===== config.mk =====
export PLATFORM = sky130hd
export DESIGN_NAME = enemy_wave_scheduler
export DESIGN_NICKNAME = d
export VERILOG_FILES = /design/src/rtl/enemy_pkg.sv /design/src/rtl/enemy_slot_fsm.sv /design/src/rtl/enemy_wave_scheduler.sv
export SDC_FILE = /design/constraint.sdc
export NUM_CORES = 1
export LEC_CHECK = 0
export BUFFER_PORTS_ARGS = -buffer_cell sky130_fd_sc_hd__buf_2
export CAP_MARGIN = 20
export CORE_ASPECT_RATIO = 1.75
export CORE_MARGIN = 2
export CORE_UTILIZATION = 50
export CTS_CLUSTER_DIAMETER = 60
export CTS_CLUSTER_SIZE = 24
export DETAILED_ROUTE_END_ITERATION = 8
export PLACE_DENSITY = 0.75
export SLEW_MARGIN = 10
export SYNTH_ARGS = -nofsm -noshare
export SYNTH_HDL_FRONTEND = slang
export SYNTH_SLANG_ARGS = --single-unit

===== constraint.sdc =====
create_clock -name clk -period 5 [get_ports clk]
set_input_delay 0.75 -clock clk [delete_from_list [all_inputs] [get_ports clk]]
set_output_delay 0.75 -clock clk [all_outputs]
set_load 0.02 [all_outputs]

===== src/rtl/enemy_pkg.sv =====
// rtl/enemy_pkg.sv - shared encodings and constants for the enemy wave scheduler
// Purpose: top-level and per-slot state encodings, slot count, rate ceiling,
//          and a popcount helper used by the scoring logic.
// Ports:   none (package)
package enemy_pkg;

    localparam int NUM_SLOTS = 10;
    localparam int Y_EDGE    = 120;
    localparam logic [1:0] RATE_MAX = 2'd3;

    typedef enum logic [1:0] {
        TOP_IDLE      = 2'd0,
        TOP_CLEAR     = 2'd1,
        TOP_PLAYING   = 2'd2,
        TOP_GAME_OVER = 2'd3
    } top_state_t;

    typedef enum logic [1:0] {
        SLOT_FREE    = 2'd0,
        SLOT_ACTIVE  = 2'd1,
        SLOT_RECYCLE = 2'd2
    } slot_state_t;

    function automatic logic [3:0] popcount_slots(input logic [NUM_SLOTS-1:0] v);
        logic [3:0] n;
        n = '0;
        for (int i = 0; i < NUM_SLOTS; i++) begin
            n = n + {3'b000, v[i]};
        end
        return n;
    endfunction

endpackage


===== src/rtl/enemy_slot_fsm.sv =====
// rtl/enemy_slot_fsm.sv - lifecycle FSM for one enemy plane slot
// Purpose: tracks FREE -> ACTIVE -> RECYCLE -> FREE for a single slot and
//          reports the kill/escape event that ends an ACTIVE period.
// Ports:   clk, reset (sync, active-high); clear forces FREE; run enables
//          updates; grant spawns a FREE slot; hit/touch_edge/y_home from the
//          datapath; c_en/des decoded from state; free; kill_evt/esc_evt
//          are single-cycle events valid in the cycle the slot leaves ACTIVE.
module enemy_slot_fsm
    import enemy_pkg::*;
(
    input  logic clk,
    input  logic reset,
    input  logic clear,
    input  logic run,
    input  logic grant,
    input  logic hit,
    input  logic touch_edge,
    input  logic y_home,
    output logic c_en,
    output logic des,
    output logic free,
    output logic kill_evt,
    output logic esc_evt
);

    slot_state_t state_q, state_d;

    always_comb begin
        state_d  = state_q;
        kill_evt = 1'b0;
        esc_evt  = 1'b0;
        if (clear) begin
            state_d = SLOT_FREE;
        end else if (run) begin
            case (state_q)
                SLOT_FREE: begin
                    if (grant) state_d = SLOT_ACTIVE;
                end
                SLOT_ACTIVE: begin
                    // A hit landing on the same cycle as the edge touch is a kill.
                    if (hit) begin
                        state_d  = SLOT_RECYCLE;
                        kill_evt = 1'b1;
                    end else if (touch_edge) begin
                        state_d = SLOT_RECYCLE;
                        esc_evt = 1'b1;
                    end
                end
                SLOT_RECYCLE: begin
                    if (y_home) state_d = SLOT_FREE;
                end
                default: state_d = SLOT_FREE;
            endcase
        end
    end

    always_ff @(posedge clk) begin
        if (reset) begin
            state_q <= SLOT_FREE;
        end else begin
            state_q <= state_d;
        end
    end

    assign c_en = (state_q != SLOT_FREE);
    assign des  = (state_q == SLOT_RECYCLE);
    assign free = (state_q == SLOT_FREE);

endmodule


===== src/rtl/enemy_wave_scheduler.sv =====
// rtl/enemy_wave_scheduler.sv - spawn, recycle and scoring control for ten enemy slots
// Purpose: top game FSM, spawn timer, lowest-free-slot grant, kill/escape
//          scoring, flying_rate levelling and datapath control outputs.
// Ports:   clk, reset (sync, active-high), start; hit/touch_edge/y_home per
//          slot in; c_en/des per slot, move_en, flying_rate, dp_reset_n,
//          lives, kills, game_over out.
module enemy_wave_scheduler
    import enemy_pkg::*;
#(
    parameter int SPAWN_PERIOD    = 25000000,
    parameter int KILLS_PER_LEVEL = 8,
    parameter int LIVES           = 3
) (
    input  logic                 clk,
    input  logic                 reset,
    input  logic                 start,
    input  logic [NUM_SLOTS-1:0] hit,
    input  logic [NUM_SLOTS-1:0] touch_edge,
    input  logic [NUM_SLOTS-1:0] y_home,
    output logic [NUM_SLOTS-1:0] c_en,
    output logic [NUM_SLOTS-1:0] des,
    output logic                 move_en,
    output logic [1:0]           flying_rate,
    output logic                 dp_reset_n,
    output logic [2:0]           lives,
    output logic [9:0]           kills,
    output logic                 game_over
);

    localparam int TW = $clog2(SPAWN_PERIOD);
    localparam int PW = $clog2(KILLS_PER_LEVEL + NUM_SLOTS) + 1;
    localparam logic [TW-1:0] TIMER_RELOAD = TW'(SPAWN_PERIOD - 1);
    localparam logic [PW-1:0] LEVEL_STEP   = PW'(KILLS_PER_LEVEL);

    top_state_t     state_q, state_d;
    logic [TW-1:0]  timer_q, timer_d;
    logic           pending_q, pending_d;
    logic [2:0]     lives_q, lives_d;
    logic [9:0]     kills_q, kills_d;
    logic [PW-1:0]  progress_q, progress_d;
    logic [1:0]     rate_q, rate_d;
    logic           move_en_q, move_en_d;
    logic           game_over_q, game_over_d;
    logic           dp_reset_n_q, dp_reset_n_d;

    logic                 clear;
    logic                 run;
    logic [NUM_SLOTS-1:0] free_slots;
    logic [NUM_SLOTS-1:0] free_neg;
    logic [NUM_SLOTS-1:0] grant;
    logic [NUM_SLOTS-1:0] kill_evt;
    logic [NUM_SLOTS-1:0] esc_evt;
    logic [3:0]           kill_cnt;
    logic [3:0]           esc_cnt;
    logic [10:0]          kill_sum;
    logic [PW-1:0]        progress_sum;
    logic                 expire;

    assign clear = (state_q == TOP_CLEAR);
    // The cycle that leaves PLAYING on lives==0 belongs to the FSM transition,
    // so slot and score updates are suppressed in it.
    assign run   = (state_q == TOP_PLAYING) && (lives_q != 3'd0);

    // Two's-complement trick isolates the lowest set bit: lowest-index FREE slot.
    assign free_neg = -free_slots;
    assign grant    = (pending_q && run) ? (free_slots & free_neg) : '0;

    for (genvar i = 0; i < NUM_SLOTS; i++) begin : g_slot
        enemy_slot_fsm u_slot (
            .clk        (clk),
            .reset      (reset),
            .clear      (clear),
            .run        (run),
            .grant      (grant[i]),
            .hit        (hit[i]),
            .touch_edge (touch_edge[i]),
            .y_home     (y_home[i]),
            .c_en       (c_en[i]),
            .des        (des[i]),
            .free       (free_slots[i]),
            .kill_evt   (kill_evt[i]),
            .esc_evt    (esc_evt[i])
        );
    end

    assign kill_cnt     = popcount_slots(kill_evt);
    assign esc_cnt      = popcount_slots(esc_evt);
    assign kill_sum     = {1'b0, kills_q} + {7'd0, kill_cnt};
    assign progress_sum = progress_q + PW'(kill_cnt);

    always_comb begin
        state_d    = state_q;
        timer_d    = timer_q;
        pending_d  = pending_q;
        lives_d    = lives_q;
        kills_d    = kills_q;
        progress_d = progress_q;
        rate_d     = rate_q;
        expire     = 1'b0;

        case (state_q)
            TOP_IDLE, TOP_GAME_OVER: begin
                if (start) state_d = TOP_CLEAR;
            end
            TOP_CLEAR: begin
                state_d = TOP_PLAYING;
            end
            TOP_PLAYING: begin
                if (lives_q == 3'd0) state_d = TOP_GAME_OVER;
            end
            default: state_d = TOP_IDLE;
        endcase

        if (clear) begin
            timer_d    = TIMER_RELOAD;
            pending_d  = 1'b0;
            lives_d    = 3'(LIVES);
            kills_d    = '0;
            progress_d = '0;
            rate_d     = '0;
        end else if (run) begin
            if (timer_q == '0) begin
                timer_d = TIMER_RELOAD;
                expire  = 1'b1;
            end else begin
                timer_d = timer_q - 1'b1;
            end
            // An expiry in the grant cycle re-arms the request immediately.
            pending_d = (pending_q && (grant == '0)) || expire;

            kills_d = kill_sum[10] ? 10'h3FF : kill_sum[9:0];

            progress_d = progress_sum;
            if (progress_sum >= LEVEL_STEP) begin
                progress_d = progress_sum - LEVEL_STEP;
                if (rate_q != RATE_MAX) rate_d = rate_q + 2'd1;
            end

            if ({1'b0, lives_q} <= esc_cnt) lives_d = 3'd0;
            else                            lives_d = lives_q - esc_cnt[2:0];
        end

        move_en_d    = (state_d == TOP_PLAYING);
        game_over_d  = (state_d == TOP_GAME_OVER);
        dp_reset_n_d = (state_d == TOP_PLAYING) || (state_d == TOP_GAME_OVER);
    end

    always_ff @(posedge clk) begin
        if (reset) begin
            state_q      <= TOP_IDLE;
            timer_q      <= TIMER_RELOAD;
            pending_q    <= 1'b0;
            lives_q      <= 3'(LIVES);
            kills_q      <= '0;
            progress_q   <= '0;
            rate_q       <= '0;
            move_en_q    <= 1'b0;
            game_over_q  <= 1'b0;
            dp_reset_n_q <= 1'b0;
        end else begin
            state_q      <= state_d;
            timer_q      <= timer_d;
            pending_q    <= pending_d;
            lives_q      <= lives_d;
            kills_q      <= kills_d;
            progress_q   <= progress_d;
            rate_q       <= rate_d;
            move_en_q    <= move_en_d;
            game_over_q  <= game_over_d;
            dp_reset_n_q <= dp_reset_n_d;
        end
    end

    assign move_en     = move_en_q;
    assign game_over   = game_over_q;
    assign dp_reset_n  = dp_reset_n_q;
    assign flying_rate = rate_q;
    assign lives       = lives_q;
    assign kills       = kills_q;

endmodule

# Yosys cells after proc, flatten, opt, wreduce, memory -nomap -nowiden
# Cells that the tools add are included.
[totals]
regBits = 72
output_inout_bits = 38
inputBits = 33
elab_cells = 298
[classes]
n_reduce_logical = 43
bitwise_logic = 1
eq_ne = 56
order_cmp = 2
mux = 151
n_addsub = 25
[ops]
columns = ["op", "n"]
rows = [
  ["two-way mux 1 bit", 93],
  ["two-way mux 2 bit", 42],
  ["one-hot mux 2 bit (3 select lines)", 11],
  ["adder 4 x 1 -> 4 bit", 12],
  ["inequality test 2 bit (second input constant)", 21],
  ["AND reduction 4 bit", 10],
  ["inequality test 3 bit (second input constant)", 10],
  ["== test 2 bit (second input constant)", 14],
  ["logical NOT 25 bit", 1],
  ["two-way mux 25 bit", 1],
  ["subtractor 25 x 1 -> 25 bit (second input constant)", 1],
  ["== test 2 x 1 -> 1 bit (second input constant)", 11],
  ["logical NOT 2 bit", 11],
  ["two-way mux 10 bit", 2],
  ["nonzero test 2 bit", 10],
  ["adder 10 x 4 -> 11 bit", 1],
  ["AND 10 bit", 1],
  ["logical NOT 10 bit", 1],
  ["negator 10 bit", 1],
  ["adder 3 x 1 -> 4 bit", 2],
  ["adder 2 x 1 -> 3 bit", 2],
  ["adder 6 x 4 -> 6 bit", 1],
  ["greater-or-equal comparator 6 x 4 -> 1 bit (second input constant)", 1],
  ["two-way mux 6 bit", 1],
  ["12 further kinds", 17],
]

# Logic depth before layout (Yosys ltp)
# Gate-level depths: netlist of run 1.
[depth]
depth_word = 16
depth_mapped = 24
ltp_nobuf = 23

# Modules after synthesis
# Synthesis of run 1 repeated with hierarchy kept, for this count alone.
[unflattened]
cells_unflattened = 544
hier_area_um2 = 4581.9
[modules_own_cells]
columns = ["mod", "area_each_um2", "instances", "seq_area_each_um2", "cells_per_inst"]
rows = [
  ["enemy_wave_scheduler", 3293.2, 1, 1041.0, 384],
  ["enemy_slot_fsm", 128.9, 10, 40.0, 16],
]

# Worst setup path after synthesis of run 1
# OpenSTA, ideal clock, no wires.
[synth_timing]
kind = "register to register"
start = "register lives_q[2], in the netlist lives[2]"
end = "register progress_q[5]"
slack_ps = -639
stages_incl_launch_ff = 22
required_ps = 4926
n_path_buf = 1
period_less_slack_ps = 5639
arrival_ps = 5564
setup_ps = 74
cell_sequence = "dfxtp_1 o31ai_2 nor2_1 clkbuf_1 and3_1 fa_1 inv_1 fa_1 fa_1 inv_1 ha_1 inv_1 fa_1 inv_1 ha_1 and3_1 or3_1 nand2_1 ha_1 xnor2_1 or4b_1 a31oi_1"
[synth_via]
elab_chain_len = 16
word_cells_on_any_way = 35
classes_between = "add/sub: 11; order compare: 1; mux: 21; reduce/logical: 2"
[synth_lines]
columns = ["item", "line_no", "rtl"]
rows = [
  ["start, declared", "enemy_wave_scheduler.sv:38", "logic [2:0] lives_q, lives_d;"],
  ["start signal, assigned", "enemy_wave_scheduler.sv:153", "lives_q <= 3'(LIVES);"],
  ["start signal, assigned", "enemy_wave_scheduler.sv:164", "lives_q <= lives_d;"],
  ["nonzero test 3 bit *", "enemy_wave_scheduler.sv:62", "assign run = (state_q == TOP_PLAYING) && (lives_q != 3'd0);"],
  ["logical AND 1 bit *", "enemy_wave_scheduler.sv:62", ""],
  ["two-way mux 1 bit", "enemy_slot_fsm.sv:34", "end else if (run) begin"],
  ["two-way mux 1 bit", "enemy_slot_fsm.sv:32", "if (clear) begin"],
  ["adder 1 x 1 -> 2 bit", "enemy_pkg.sv:28", "n = n + {3'b000, v[i]};"],
  ["adder 2 x 1 -> 3 bit", "enemy_pkg.sv:28", ""],
  ["adder 3 x 1 -> 4 bit", "enemy_pkg.sv:28", ""],
  ["adder 4 x 1 -> 4 bit (6 in a row)", "enemy_pkg.sv:28", ""],
  ["adder 6 x 4 -> 6 bit", "enemy_wave_scheduler.sv:89", "assign progress_sum = progress_q + PW'(kill_cnt);"],
  ["subtractor 6 x 4 -> 6 bit or greater-or-equal comparator 6 x 4 -> 1 bit (tied branches)", "enemy_wave_scheduler.sv:135, enemy_wave_scheduler.sv:134", ""],
  ["two-way mux 6 bit", "enemy_wave_scheduler.sv:134", "if (progress_sum >= LEVEL_STEP) begin"],
  ["end signal, assigned", "enemy_wave_scheduler.sv:166", "progress_q <= progress_d;"],
  ["end, declared", "enemy_wave_scheduler.sv:40", "logic [PW-1:0] progress_q, progress_d;"],
]
# Every way passes the cells marked *; elsewhere a longest branch is shown, timed or not.
# A chain may end at the register's enable or synchronous reset.

# Worst setup path in the final report of run 1
[layout_timing]
start = "register state_q[0]"
end = "register progress_q[5]"
[layout_via]
elab_chain_len = 16
word_cells_on_any_way = 37
classes_between = "add/sub: 11; order compare: 1; eq/ne: 2; mux: 21; reduce/logical: 2"
[layout_lines]
columns = ["item", "line_no", "rtl"]
rows = [
  ["start, declared", "enemy_wave_scheduler.sv:35", "top_state_t state_q, state_d;"],
  ["start signal, assigned", "enemy_wave_scheduler.sv:161", "state_q <= state_d;"],
  ["== test 2 bit", "enemy_wave_scheduler.sv:62", ""],
  ["logical AND 1 bit", "enemy_wave_scheduler.sv:62", ""],
  ["two-way mux 1 bit", "enemy_slot_fsm.sv:34", ""],
  ["two-way mux 1 bit", "enemy_slot_fsm.sv:32", ""],
  ["adder 1 x 1 -> 2 bit", "enemy_pkg.sv:28", ""],
  ["adder 2 x 1 -> 3 bit", "enemy_pkg.sv:28", ""],
  ["adder 3 x 1 -> 4 bit", "enemy_pkg.sv:28", ""],
  ["adder 4 x 1 -> 4 bit (6 in a row)", "enemy_pkg.sv:28", ""],
  ["adder 6 x 4 -> 6 bit", "enemy_wave_scheduler.sv:89", ""],
  ["subtractor 6 x 4 -> 6 bit or greater-or-equal comparator 6 x 4 -> 1 bit (tied branches)", "enemy_wave_scheduler.sv:135, enemy_wave_scheduler.sv:134", ""],
  ["two-way mux 6 bit", "enemy_wave_scheduler.sv:134", ""],
]
# Several ways; a longest one is shown, not always the timed one.

==> reports/qor.yml, run 1 <==
dp.cells: 744
wirelength_mm: 12.2
min_path_type: "reg -> reg"
outcome: "finished with violations"
cts_buffers: 9
gp_congestion: 0.928
fillers: 740
min_path_cells: 2
finalNonFillerCells: 772
clock_tree.htree_level_count: 3
timing.setup.tns_ns: -0.301
crit_fanout: 4
vdd_ir_drop_max_mv: 0.253
rsz0062_at_grt: "yes"
portBuffers: 70
setup_viol: 2
synth_edf_count: 0
dieHeight_um: 131
ys_types: 61
die-area_sq_um: 10000
grt_pass1_vias: 4215
layout.nets: 716
seq_area_sq_um: 1450
async_flop_share_pct: 0
cts.sinks: 72
critPathRequiredTime_ns: 5.26
hold_violations: 0
worst_setup_hold_path_clk_slew_ns: 0.07
fin_crit_sh_pct: 104
ys_seq_elements: 72
p_per_area_nw_per_um2: 305
placed_area_sq_um: 5240
final_core_util_pct: 64.8
drive_gt1_share_pct: 30.4
tightestPinTransition_ns: 1.06
syn_nets: 622
grt_max_degree: 49
syn_to_final_growth_pct: 26.7
yosys_warnings: 0
slew_viol_final: 0
synth_cells: 553
syn-cell-area_sq_um: 4590
multi_input_area_sq_um: 3020
hold_buffers: 0
die_w_um: 76.5
ys.flop_type: "dfxtp_1"
post-dp-hpwl_mm: 8.77
fin_crit_ns: 5.18
vias_per_cell: 5.60
yosysSeqAreaShare_pct: 31.4
cts_tree: "done"
whs_ns: 0.462
clock-root-buffer: "clkbuf_16"
final_area_sq_um: 5820
max_slew_margin_pct: 29.0
core_area_sq_um: 8980
grt_antenna_before_repair: 0
worstSetupEndpointType: "flip-flop"
p_leak_nw: 2.46
vias: 4326
dr.first_iter.drc_count: 238
grt_pass1_wl_mm: 19.3
cts_buffer_depth: 2
ant_nets: 0
synth.avg_cell_area_sq_um: 8.31
wl_per_cell_um: 15.9
row_count: 46
path_class: "reg -> reg"
start_kind: "flip-flop"
drc: 0
finClkSkew_ns: 0.0107
setup_slack_ns: -0.182
rr_worst_depth: 23
violations: "negative setup slack"
fmax_mhz: 193
antenna_cells: 0
maxCapViolCount: 0
ios: 71
grt.total_usage_pct: 24.4
dr.pass1.iters: 4
grt-ovfl-total: 0
start_util_pct: 51.2
crit_arrival_ns: 5.45
clk_latency_ns: 0.35
[timing repair]
item	4_1_cts	5_1_grt
resized for setup	12	29
setup endpoints to repair	18	18
cloned	1	0
setup buffers	4	7
pin swaps	18	21
[Yosys cell counts (2+ instances only)]
master | count | area, sq um
o41ai_1 | 2 | 17.5
nor4b_1 | 3 | 26.3
nor2_2 | 3 | 18.8
dfxtp_1 | 72 | 1440
nor3b_1 | 6 | 45.0
nor4_1 | 4 | 25.0
o211ai_1 | 2 | 15.0
nor3_1 | 14 | 70.1
o21ai_0 | 23 | 115
nor4_4 | 2 | 42.5
o22ai_1 | 3 | 18.8
buf_4 | 20 | 150
nor2b_1 | 19 | 119
or3_1 | 5 | 31.3
buf_6 | 2 | 22.5
nand3_1 | 24 | 120
and2_1 | 3 | 18.8
a22oi_1 | 2 | 15.0
nor2_1 | 55 | 206
inv_1 | 36 | 135
mux2i_1 | 4 | 40.0
a21o_1 | 3 | 22.5
o21ai_1 | 2 | 10.0
and3_1 | 12 | 75.1
xor2_1 | 19 | 166
and4b_1 | 4 | 40.0
o2111ai_1 | 3 | 26.3
buf_2 | 3 | 15.0
xnor2_1 | 10 | 87.6
o31ai_1 | 4 | 30.0
or2_2 | 4 | 25.0
nand2_1 | 50 | 188
fa_1 | 15 | 300
a21oi_1 | 35 | 175
nand3b_1 | 8 | 60.1
nand4b_1 | 6 | 52.6
or4_1 | 5 | 37.5
clkbuf_1 | 10 | 37.5
buf_1 | 2 | 7.51
a31oi_1 | 4 | 25.0
a211oi_1 | 8 | 60.1
nand2b_1 | 3 | 18.8
ha_1 | 21 | 263
[critical path: stages (launching register included)]
cell	delay, ns
dfxtp_2	0.33
inv_2	0.06
ha_4	0.14
o31ai_4	0.08
buf_4	0.14
buf_6	0.12
buf_4	0.13
nor4b_1	0.32
nand2_1	0.19
fa_1	0.56
fa_1	0.42
inv_1	0.08
ha_2	0.18
inv_2	0.04
fa_2	0.35
xor2_2	0.17
ha_1	0.34
and3_4	0.20
or3_4	0.35
nand2_4	0.09
ha_4	0.13
xnor2_2	0.10
or4b_1	0.44
a31oi_1	0.13
[per-layer routing]
| layer | part of all wire, % | GRT usage [%] | vias up |
|---|---|---|---|
| li1 | - | - | 2095 |
| met1 | 37 | 24.6 | 2071 |
| met2 | 53 | 45.1 | 115 |
| met3 | 4.5 | 5.63 | 45 |
| met4 | 5.0 | 16.0 | 0 |
| met5 | 0 | 0 | - |
[per-stage QoR]
stage	worst slack, ns	total power [W]
4_1_cts	-0.167	0.00176
2_1_floorplan	-0.310	0.000883
3_3_place_gp	-0.289	0.00100
3_5_place_dp	-0.435	0.00101
5_1_grt	-0.363	0.00185
6_report	-0.182	0.00178
[kinds of logic after synthesis]
group	count (synthesis)	synth area share (%)
AOI/OAI and AO/OA	102	14.0
xor gates and xnor gates	29	5.53
adders and majority gates	36	12.3
buffers and inverters	73	8.01
DFF	72	31.4
muxes	4	0.871
and+or+nand+nor	237	28.0
[cell usage in the layout, fill, tap and decap left out, types with 17 or more instances in the layout]
cell type	n
buf_2	70
nor2_1	52
xor2_1	17
nor2b_1	19
a21oi_1	31
dfxtp_1	67
inv_1	31
nand2_1	48
buf_4	45
o21ai_0	20
nand3_1	23
[cell type report]
type,count,area share [%]
Sequential cell,72,24.9
Inverter,36,2.32
Clock buffer,9,3.87
Timing Repair Buffer,119,12.6
Tap cell,120,2.58
Clock inverter,7,1.76
Multi-Input combinational cell,409,51.9
[worst paths after layout]
kind | start | to | slack (ns)
hold / removal | progress_q[0]$_SDFFE_PP0N_ | progress_q[0]$_SDFFE_PP0N_ | 0.46
hold reg to reg | progress_q[0]$_SDFFE_PP0N_ | progress_q[0]$_SDFFE_PP0N_ | 0.46
setup reg to reg | state_q[0]$_SDFF_PP0_ | progress_q[5]$_SDFFE_PP0N_ | -0.18
setup / recovery | state_q[0]$_SDFF_PP0_ | progress_q[5]$_SDFFE_PP0N_ | -0.18
[where the power goes]
group	total, W	switching (W)	internal (W)
registers	0.000633	0.0000251	0.000608
logic	0.000426	0.000270	0.000156
clock network	0.000717	0.000274	0.000443
total	0.00178	0.000569	0.00121
[registers in the layout (all words and copies together), names as in the netlist]
register and flops:
progress_q 6, flying_rate 2, timer_q 25, game_over 1
pending_q 1, lives 3, dp_reset_n 1, g_slot.u_slot.state_q 20
move_en 1, kills 10, state_q 2
Power figures use the tool's default switching activity.
==> run 2, diff against run 1 <==
--- a/config.mk
+++ b/config.mk
@@ -11,3 +11,3 @@
 export CORE_MARGIN = 2
-export CORE_UTILIZATION = 50
+export CORE_UTILIZATION = 52
 export CTS_CLUSTER_DIAMETER = 60
@@ -15,3 +15,4 @@
 export DETAILED_ROUTE_END_ITERATION = 8
-export PLACE_DENSITY = 0.75
+export GPL_TIMING_DRIVEN = 0
+export PLACE_DENSITY = 0.78
 export SLEW_MARGIN = 10
==> constraint.sdc (replaced) <==
create_clock -name clk -period 5 [get_ports clk]
set_input_delay 1 -clock clk [delete_from_list [all_inputs] [get_ports clk]]
set_output_delay 1 -clock clk [all_outputs]
set_load 0.02 [all_outputs]
==> reports/qor.yml, run 2 (synthesized netlist as in run 1, its figures left out) <==
outcome: "finished with violations"
violations: "negative setup slack"
drive_gt1_share_pct: 30.3
crit_fanout: 6
grt_antenna_before_repair: 0
regMostFlops: "timer_q"
final_common_cell: "buf_2"
critPathMostFrequentCell: "fa_1"
hold_buffers: 0
min_to: "progress_q[0]$_SDFFE_PP0N_"
cts_tree: "done"
r2r_slack_ns: -0.44
maxCapViolCount: 0
syn_to_final_growth_pct: 27.8
start_kind: "flip-flop"
hp-start: "progress_q[0]$_SDFFE_PP0N_"
wirelength_mm: 13.1
gp_congestion: 0.904
grt_pass1_wl_mm: 20.1
dieHeight_um: 128
die_w_um: 75.1
post-dp-hpwl_mm: 9.19
path_cells: "o31ai_4, nor2_4, clkbuf_8, and3_4, fa_1, inv_2, fa_1, fa_1, inv_1, ha_2, inv_2, fa_2, xor2_4, ha_4, a21o_1, or3_4, nand2_4, ha_4, xnor2_2, or4b_1, a31oi_1"
vdd_ir_drop_max_mv: 0.272
rr_worst_depth: 21
max_slew_margin_pct: 50.0
dp.cells: 740
cts_buffers: 9
setup_slack_ns: -0.439
min_path_type: "reg -> reg"
crit_arrival_ns: 5.70
vias_per_cell: 5.74
largest_reg_flops: 25
grt.total_usage_pct: 27.4
clock-root-buffer: "clkbuf_16"
cts_buffer_depth: 2
fin_crit_ns: 5.44
clock_tree.htree_level_count: 3
antenna_cells: 0
dr.pass1.iters: 5
tightestPinTransition_ns: 0.744
grt-ovfl-total: 0
setup_viol: 11
finClkSkew_ns: 0.00835
dr.first_iter.drc_count: 241
final_area_sq_um: 5870
die-area_sq_um: 9630
min_path_cells: 2
rsz0062_at_grt: "yes"
slowest_delay_ns: 0.56
cts.sinks: 72
slew_viol_final: 0
r2r_end: "progress_q[5]$_SDFFE_PP0N_"
p_per_area_nw_per_um2: 289
fmax_mhz: 184
placed_area_sq_um: 5190
drc: 0
critPathRequiredTime_ns: 5.26
path_class: "reg -> reg"
final_cell_mix: "buf_2, dfxtp_1, nor2_1"
clk_latency_ns: 0.34
startpoint: "lives[1]$_SDFFE_PP1N_"
start_util_pct: 53.3
core_area_sq_um: 8610
grt_max_degree: 13
grt_pass1_vias: 4399
layout.nets: 724
fin_crit_sh_pct: 109
ant_nets: 0
finalNonFillerCells: 777
rr_startpoint: "lives[1]$_SDFFE_PP1N_"
portBuffers: 70
whs_ns: 0.466
final_core_util_pct: 68.1
ios: 71
row_count: 45
worstSetupEndpointType: "flip-flop"
worst_setup_hold_path_clk_slew_ns: 0.06
wl_per_cell_um: 16.8
hold_violations: 0
p_leak_nw: 2.45
crit_slowest_cell: "fa_1"
vias: 4457
fillers: 715
[run 2: cell type report]
class | count | area (sq um) | area share [%]
buffer | 37 | 248 | 4.22
clock buffer | 12 | 236 | 4.03
timing repair buffer | 91 | 522 | 8.89
sequential | 72 | 1450 | 24.7
tap | 117 | 146 | 2.49
multi-input combinational | 408 | 3100 | 52.8
inverter | 36 | 138 | 2.34
clock inverter | 4 | 30.0 | 0.512
[run 2: metrics by stage]
| step | TNS [ns] | total power [W] | setup WS, ns |
|---|---|---|---|
| final | -2.00 | 0.00170 | -0.439 |
| after global placement | -6.97 | 0.00102 | -0.715 |
| after CTS | -1.38 | 0.00167 | -0.386 |
| after detailed placement | -8.00 | 0.00102 | -0.843 |
| after global routing | -4.42 | 0.00176 | -0.603 |
| after floorplan | -0.321 | 0.000883 | -0.310 |
[run 2: worst max-delay path by stage]
stage	to
6_report	progress_q[5]$_SDFFE_PP0N_
3_5_place_dp	progress_q[5]$_SDFFE_PP0N_
2_1_floorplan	progress_q[5]$_SDFFE_PP0N_
3_3_place_gp	progress_q[5]$_SDFFE_PP0N_
4_1_cts	progress_q[5]$_SDFFE_PP0N_
5_1_grt	progress_q[5]$_SDFFE_PP0N_
[run 2: layer usage]
metal,vias up,wire length (um),track usage [%],part of all wire [%]
met5,-,0,0,0
met4,0,580,16.6,4.4
met3,47,696,4.93,5.3
met2,192,7060,50.1,54
met1,2103,4720,27.4,36
li1,2115,-,-,-
[run 2: critical path: cells and delay by family (launching register included)]
kind	cells	cell delay (ns)
AOI/OAI and AO/OA	3	0.64
xor gates and xnor gates	2	0.35
adders and majority gates	7	2.46
buffers and inverters	4	0.33
DFF	1	0.37
and+or+nand+nor	5	1.20
[run 2: what timing repair did]
action	4_1_cts	5_1_grt
resized for setup	25	31
pin swaps	16	25
setup buffers	12	8
cloned	1	0
endpoints found under the setup margin	18	18
[run 2: power by group]
part	internal, W	switching (W)
Combinational	0.000168	0.000300
Clock	0.000338	0.000251
Sequential	0.000608	0.0000322
==> run 3, diff against run 2 <==
Settings changed: BUFFER_PORTS_ARGS -buffer_cell sky130_fd_sc_hd__buf_2 to unset, CORE_UTILIZATION 52 to 58, DONT_BUFFER_PORTS set to 1, PLACE_DENSITY 0.78 to 0.77.
==> reports/qor.yml, run 3 (synthesized netlist as in run 1, its figures left out) <==
crit_arrival_ns: 5.80
r2r_end: "progress_q[5]$_SDFFE_PP0N_"
hp-start: "timer_q[24]$_SDFFE_PP1N_"
largest_reg_flops: 25
vias_per_cell: 6.18
wirelength_mm: 13.0
rr_worst_depth: 21
setup_slack_ns: -0.533
vdd_ir_drop_max_mv: 0.232
tightestPinTransition_ns: 0.776
grt_max_degree: 13
worstSetupEndpointType: "flip-flop"
grt_pass1_wl_mm: 20.4
drive_gt1_share_pct: 22.1
slew_viol_final: 0
dr.pass1.iters: 7
final_common_cell: "dfxtp_1"
fin_crit_ns: 5.53
grt-ovfl-total: 0
start_kind: "flip-flop"
cts_buffers: 9
worst_setup_hold_path_clk_slew_ns: 0.06
clk_latency_ns: 0.34
post-dp-hpwl_mm: 8.90
min_to: "timer_q[24]$_SDFFE_PP1N_"
cts_buffer_depth: 2
hold_violations: 0
dr.first_iter.drc_count: 191
timing.critical_path.buf_inv: 4
final_cell_mix: "dfxtp_1, nor2_1, nand2_1"
p_per_area_nw_per_um2: 318
grt_antenna_before_repair: 0
portBuffers: 0
cts.sinks: 72
row_count: 43
dp_slack_ns: -0.861
layout.nets: 652
slowest_delay_ns: 0.56
maxCapViolCount: 0
path_class: "reg -> reg"
cts_tree: "done"
dieHeight_um: 122
finClkSkew_ns: 0.00774
vias: 4181
critPathRequiredTime_ns: 5.27
max_slew_margin_pct: 48.3
r2r_slack_ns: -0.53
path_cells: "o31ai_4, nor2_4, buf_8, and3_4, fa_1, inv_2, fa_1, fa_1, inv_1, ha_2, inv_2, fa_2, xor2_4, ha_4, and3_4, o21ai_2, nand2_4, ha_4, xnor2_2, or4b_1, a31oi_1"
fillers: 582
gp_congestion: 0.874
die_w_um: 71.3
ios: 71
setup_viol: 16
antenna_cells: 0
fin_crit_sh_pct: 111
grt_pass1_vias: 4358
min_path_cells: 2
outcome: "finished with violations"
drc: 0
p_leak_nw: 2.15
grt.total_usage_pct: 30.3
ant_nets: 0
regMostFlops: "timer_q"
core_area_sq_um: 7800
clock_tree.htree_level_count: 3
critPathMostFrequentCell: "fa_1"
fmax_mhz: 181
power_w: 0.00177
wl_per_cell_um: 19.2
violations: "negative setup slack"
crit_slowest_cell: "fa_1"
rr_startpoint: "lives[1]$_SDFFE_PP1N_"
clock-root-buffer: "clkbuf_16"
die-area_sq_um: 8680
path_delay_family: "adder cells"
syn_to_final_growth_pct: 21.1
min_path_type: "reg -> reg"
start_util_pct: 58.9
rsz0062_at_grt: "yes"
crit_fanout: 8
## run 3: cell types whose count changed in the layout (fill, tap and decap cells not counted), moves of 3 or more
cell	delta
clkbuf_1	-3
buf_6	+3
buf_4	-7
nor3_2	-3
buf_2	-68
## run 3: worst min-delay path, stage by stage (launching register included)
cell and delay [ns]:
dfxtp_1 0.31, o31ai_1 0.06, nand2_1 0.05
## run 3: metal layers
metal | share of wire (%) | global-route usage [%]
met3 | 6.9 | 9.18
met1 | 34 | 27.5
met4 | 5.8 | 21.6
met2 | 54 | 55.4
met5 | 0 | 0
## run 3: power by group
part	total (W)	switching, W	internal (W)
registers	0.000666	0.0000595	0.000607
clock network	0.000699	0.000252	0.000447
logic	0.000401	0.000265	0.000136
total	0.00177	0.000577	0.00119
## run 3: stage by stage
stage / std cells / util [%] / hold WS [ns] / setup TNS, ns / cell area [sq um]
floorplan: 553 / - / 0.435 / -0.321 / 4690
global placement: 643 / 61.6 / 0.446 / -7.34 / 4810
detailed placement: 643 / 61.6 / 0.455 / -7.76 / 4810
CTS: 668 / 68.8 / 0.463 / -1.86 / 5370
global route: 677 / 71.3 / 0.492 / -6.42 / 5560
finish: 677 / 71.3 / 0.460 / -3.83 / 5560
## run 3: what timing repair did
| item | in CTS | in global routing |
|---|---|---|
| pin swaps | 18 | 29 |
| endpoints found under the setup margin | 18 | 18 |
| cloned | 1 | 0 |
| resized for setup | 30 | 28 |
| hold buffers | 0 | 0 |
| setup buffers | 9 | 10 |
| endpoints found under the hold margin | 0 | 0 |
## run 3: worst max path at each step
stage	from	slack [ns]	endpoint	cells after the start
3_3_place_gp	lives[1]$_SDFFE_PP1N_	-0.78	progress_q[5]$_SDFFE_PP0N_	21
5_1_grt	lives[1]$_SDFFE_PP1N_	-0.74	progress_q[5]$_SDFFE_PP0N_	21
4_1_cts	lives[2]$_SDFFE_PP0N_	-0.50	progress_q[5]$_SDFFE_PP0N_	21
2_1_floorplan	lives[1]$_SDFFE_PP1N_	-0.31	progress_q[5]$_SDFFE_PP0N_	21
6_report	lives[1]$_SDFFE_PP1N_	-0.53	progress_q[5]$_SDFFE_PP0N_	21
3_5_place_dp	lives[1]$_SDFFE_PP1N_	-0.86	progress_q[5]$_SDFFE_PP0N_	21
## run 3: layout make-up
cell class	count	area [sq um]	area share, %
Clock inverter	5	81.3	1.46
Sequential cell	72	1450	26.1
Buffer	37	244	4.39
Tap cell	90	113	2.02
Timing Repair Buffer	19	161	2.90
Inverter	36	138	2.47
Clock buffer	10	239	4.30
Multi-Input combinational cell	408	3140	56.4
